### src/rtl/alu_result_capture.sv
// Capture FIFO for ALU stimulus/response records with a valid/ready read port.
// Optional result MISR on `sig` is enabled by defining ALU_CAP_SIGNATURE_EN.
module alu_result_capture #(
   parameter int DEPTH = 8
) (
   input  logic                         clk,
   input  logic                         reset,
   input  logic                         cap_valid,
   output logic                         cap_ready,
   input  logic [3:0]                   op,
   input  logic [15:0]                  i0,
   input  logic [15:0]                  i1,
   input  logic [31:0]                  o,
   input  logic                         overflow,
   input  logic                         cout,
   output logic                         rd_valid,
   input  logic                         rd_ready,
   output logic [69:0]                  rd_data,
   output logic [$clog2(DEPTH+1)-1:0]   count,
   output logic [7:0]                   drop_cnt,
   output logic [31:0]                  sig
);

   localparam int REC_W = 70;
   localparam int AW    = $clog2(DEPTH);
   localparam int CW    = $clog2(DEPTH + 1);

   logic [REC_W-1:0] mem_q [DEPTH];
   logic [AW-1:0]    wr_ptr_q, wr_ptr_d;
   logic [AW-1:0]    rd_ptr_q, rd_ptr_d;
   logic [CW-1:0]    count_q, count_d;
   logic [7:0]       drop_cnt_q, drop_cnt_d;
   logic             push, pop;
   logic [REC_W-1:0] cap_rec;

   assign cap_ready = (count_q != CW'(DEPTH));
   assign rd_valid  = (count_q != '0);
   assign push      = cap_valid & cap_ready;
   assign pop       = rd_valid & rd_ready;
   assign cap_rec   = {op, i0, i1, o, overflow, cout};
   assign rd_data   = mem_q[rd_ptr_q];
   assign count     = count_q;
   assign drop_cnt  = drop_cnt_q;

   // Pointers wrap naturally because DEPTH is a power of two.
   always_comb begin
      wr_ptr_d   = wr_ptr_q;
      rd_ptr_d   = rd_ptr_q;
      count_d    = count_q;
      drop_cnt_d = drop_cnt_q;
      if (push) wr_ptr_d = wr_ptr_q + AW'(1);
      if (pop)  rd_ptr_d = rd_ptr_q + AW'(1);
      case ({push, pop})
         2'b10:   count_d = count_q + CW'(1);
         2'b01:   count_d = count_q - CW'(1);
         default: count_d = count_q;
      endcase
      if (cap_valid && !cap_ready && drop_cnt_q != 8'hFF)
         drop_cnt_d = drop_cnt_q + 8'd1;
   end

   always_ff @(posedge clk or negedge reset) begin
      if (!reset) begin
         wr_ptr_q   <= '0;
         rd_ptr_q   <= '0;
         count_q    <= '0;
         drop_cnt_q <= '0;
      end else begin
         wr_ptr_q   <= wr_ptr_d;
         rd_ptr_q   <= rd_ptr_d;
         count_q    <= count_d;
         drop_cnt_q <= drop_cnt_d;
      end
   end

   // Storage is deliberately left out of reset; occupancy alone defines validity.
   always_ff @(posedge clk) begin
      if (push) mem_q[wr_ptr_q] <= cap_rec;
   end

`ifdef ALU_CAP_SIGNATURE_EN
   logic [31:0] sig_q, sig_d;

   always_comb begin
      sig_d = sig_q;
      if (push)
         sig_d = {sig_q[30:0], 1'b0} ^ (sig_q[31] ? 32'h04C11DB7 : 32'h0) ^ o;
   end

   always_ff @(posedge clk or negedge reset) begin
      if (!reset) sig_q <= 32'hFFFFFFFF;
      else        sig_q <= sig_d;
   end

   assign sig = sig_q;
`else
   assign sig = 32'h00000000;
`endif

endmodule

### config.mk
export PLATFORM = sky130hd
export DESIGN_NAME = alu_result_capture
export DESIGN_NICKNAME = d
export VERILOG_FILES = /design/src/rtl/alu_result_capture.sv
export SDC_FILE = /design/constraint.sdc
export NUM_CORES = 1
export LEC_CHECK = 0
export BUFFER_PORTS_ARGS = -buffer_cell sky130_fd_sc_hd__buf_4
export CAP_MARGIN = 20
export CORE_MARGIN = 3
export CORE_UTILIZATION = 50
export CTS_CLUSTER_DIAMETER = 30
export DETAILED_ROUTE_END_ITERATION = 12
export HOLD_SLACK_MARGIN = 0.05
export PLACE_DENSITY = 0.7
export SKIP_LAST_GASP = 1
export SLEW_MARGIN = 20
export SYNTH_ARGS = -nofsm -noshare
export SYNTH_HDL_FRONTEND = slang
export SYNTH_SLANG_ARGS = --single-unit
### constraint.sdc
create_clock -name clk -period 14.6 [get_ports clk]
set_clock_uncertainty 0.1 [all_clocks]
set_input_delay 1.46 -clock clk [delete_from_list [all_inputs] [get_ports clk]]
set_output_delay 1.46 -clock clk [all_outputs]
set_load 0.005 [all_outputs]
==> flow_metrics.tcl <==
set metrics [dict create \
    multi_input_area_sq_um 4610 \
    slew_violations 0 \
    clk_pin_slew_ns 0.05 \
    crit_type "reg -> out" \
    peakVddDrop_v 0.000122 \
    critPathMostFrequentCell "buf_4" \
    numCtsBuffers 106 \
    antenna_left 0 \
    synthToLayoutAreaGrowth_pct 25.4 \
    cts_setup_buffers 0 \
    fillers 2881 \
    clock_sinks 578 \
    drt_iter0_drc 797 \
    clk_path_buf_depth 3 \
    grt_max_degree 74 \
    seq_area_sq_um 17300 \
    final_cell_area_sq_um 27900 \
    leakage_nw 9.54 \
    drive_gt1_frac 0.456 \
    routed_wl_um 43400 \
    yosys.area_share.xor_xnor 0.00394 \
    mappedNetlistArea_sq_um 22200 \
    nNetsFinal 1264 \
    synthSimpleGateAreaFrac 0.00890 \
    fmax_mhz 192 \
    insertion_delay_ns 0.62 \
    dieArea_sq_um 47000 \
    drc 0 \
    p_total_mw 6.27 \
    fin_crit_sh 0.358 \
    path_buf_inv 2 \
    grt_pass1_vias 11113 \
    overflow 0 \
    yosys_register_bits 578 \
    firstDrtPassIters 5 \
    synth.distinct_cells 32 \
    wl_per_cell_um 23.3 \
    muxShareOfSynthArea 0.181 \
    worst_slew_pin_slew_ns 1.10 \
    num_rows 76 \
    synth_top_family_by_area "multiplexers" \
    ys_warn_count 0 \
    grt_pass1_wl_um 66800 \
    cts-hold-fix-buffers 0 \
    die_h_um 217 \
    place_area_sq_um 24000 \
    period_needed_ns 5.22 \
    finalSetupTns_ns 0 \
    avgSynthCellArea_sq_um 23.7 \
    cts_tree "done" \
    crit_path_max_fanout 48 \
    core-area_sq_um 43500 \
    antenna_found_initial 2 \
    htreeDepth 3 \
    ys_seq_area_frac 0.777 \
    ctsResizeCount 0 \
    finalHoldViolations 0 \
    synth_fa_ha_area_frac 0.00428 \
    die_x_um 217 \
    crit_chain "buf_4 > mux4_2 > mux2_2 > buf_4" \
    outcome "finished clean" \
    critPathTopFamily "flip-flops" \
    track_usage 0.189 \
    cp-start-kind "flop" \
    ctsRootBufferMaster "clkbuf_16" \
    io_pins 190 \
    crit_path_end_kind "primary output" \
    final_core_utilization 0.641 \
    place.gp.congestion 0.706 \
    hold_path.class "reg -> reg" \
    initial_core_util 0.511 \
    slowest_delay_ns 1.08 \
    port_buffers 157 \
    drv_cap 0 \
    slew_headroom 0.264 \
    post_drt_via_cell_ratio 5.48 \
    crit_path_top_delay_cell "dfrtp_4" \
    synth_compound_area_frac 0.00197 \
    rsz0062_at_grt "no" \
    worstPathArrival_ns 3.66 \
    whs_ns 0.413 \
    syn_inst 938 \
    num_vias 10212 \
    worstPathRequired_ns 13.04 \
    hpwl_um 22400 \
    setup_viol 0 \
    cellPowerDensity_nw_per_um2 225 \
]
==> flip-flops by register name, indices dropped and copies added, names as in the netlist <==
signal,cells
rd_ptr_q,3
count,4
mem_q,560
drop_cnt,8
wr_ptr_q,3
==> cells in the final DEF, fill, tap and decap left out, types with 3 or more instances in the layout <==
cell,n
a21oi_1,3
and3_1,4
buf_4,177
bufinv_16,23
clkbuf_1,10
clkbuf_16,109
clkinv_1,13
clkinv_2,16
clkinv_4,7
clkinvlp_4,10
conb_1,32
dfrtp_1,15
dfrtp_4,3
edfxtp_1,560
ha_1,6
inv_1,7
inv_6,8
mux2_2,74
mux4_2,140
nand2_1,9
nand2b_1,4
nand3_1,6
nor2_4,3
nor3_1,3
nor3_2,4
xnor2_1,7
xor2_1,3
==> cells in the mapped netlist, drive strengths merged <==
cell / instances / area [sq um]
a21oi: 3 / 15.0
a31oi: 1 / 6.26
and2: 1 / 6.26
and3: 4 / 25.0
buf: 58 / 422
clkbuf: 14 / 52.6
conb: 1 / 3.75
dfrtp: 18 / 450
edfxtp: 560 / 16800
fa: 1 / 20.0
ha: 6 / 75.1
inv: 7 / 26.3
mux2: 76 / 856
mux2i: 1 / 10.0
mux4: 140 / 3150
nand2: 9 / 33.8
nand2b: 4 / 25.0
nand3: 6 / 30.0
nor2: 4 / 15.0
nor2b: 1 / 6.26
nor3: 7 / 35.0
nor4: 1 / 6.26
nor4b: 1 / 15.0
o21ai: 3 / 15.0
o21bai: 1 / 7.51
xnor2: 7 / 61.3
xor2: 3 / 26.3
==> routing by layer <==
layer | global-route usage | vias to the layer above | share of wire
met4 | 0.0648 | 0 | 0.020
li1 | - | 4427 | -
met3 | 0.0413 | 69 | 0.059
met1 | 0.251 | 5401 | 0.41
met5 | 0 | - | 0
met2 | 0.314 | 315 | 0.51
==> kinds of logic after synthesis <==
logic type / Yosys count
simple gates: 38
flops: 578
xor+xnor: 10
other cells: 1
mux: 217
buf+inv: 79
fa+ha+maj: 7
compound gates: 8
==> power by group <==
part           internal (mW)  switching, mW  total, mW
registers               2.09          0.175       2.26
clock network           1.77          0.804       2.58
logic                  0.814          0.620       1.43
==> through the flow <==
| step | std cells | setup slack (ns) |
|---|---|---|
| 4_1_cts | 1859 | 9.18 |
| 5_1_grt | 1862 | 9.04 |
| 3_3_place_gp | 1659 | 9.86 |
| 3_5_place_dp | 1659 | 9.85 |
| 2_1_floorplan | 969 | 5.31 |
| 6_report | 1862 | 9.38 |
==> final timing paths <==
path / cells past startpoint / end / slack [ns] / start
max in group asynchronous: 1 / rd_ptr_q[0] / 13.57 / reset
worst min-delay path: 1 / count[3] / 0.41 / count[3]
worst max-delay path: 4 / rd_data[69] / 9.38 / rd_ptr_q[0]
worst min register to register: 1 / count[3] / 0.41 / count[3]
worst max register to register: 6 / mem_q[4][42] / 11.44 / count[3]
min in group asynchronous: 1 / count[2] / 0.61 / reset
==> cell type report <==
type                       instances  share of cell area
tap                              585              0.0263
timing repair buffer             178              0.0487
antenna                            2            0.000180
multi-input combinational        312               0.165
clock inverter                    80              0.0387
inverter                           7            0.000943
clock buffer                     120              0.0997
sequential                       578               0.620
Power figures use the tool's default switching activity.
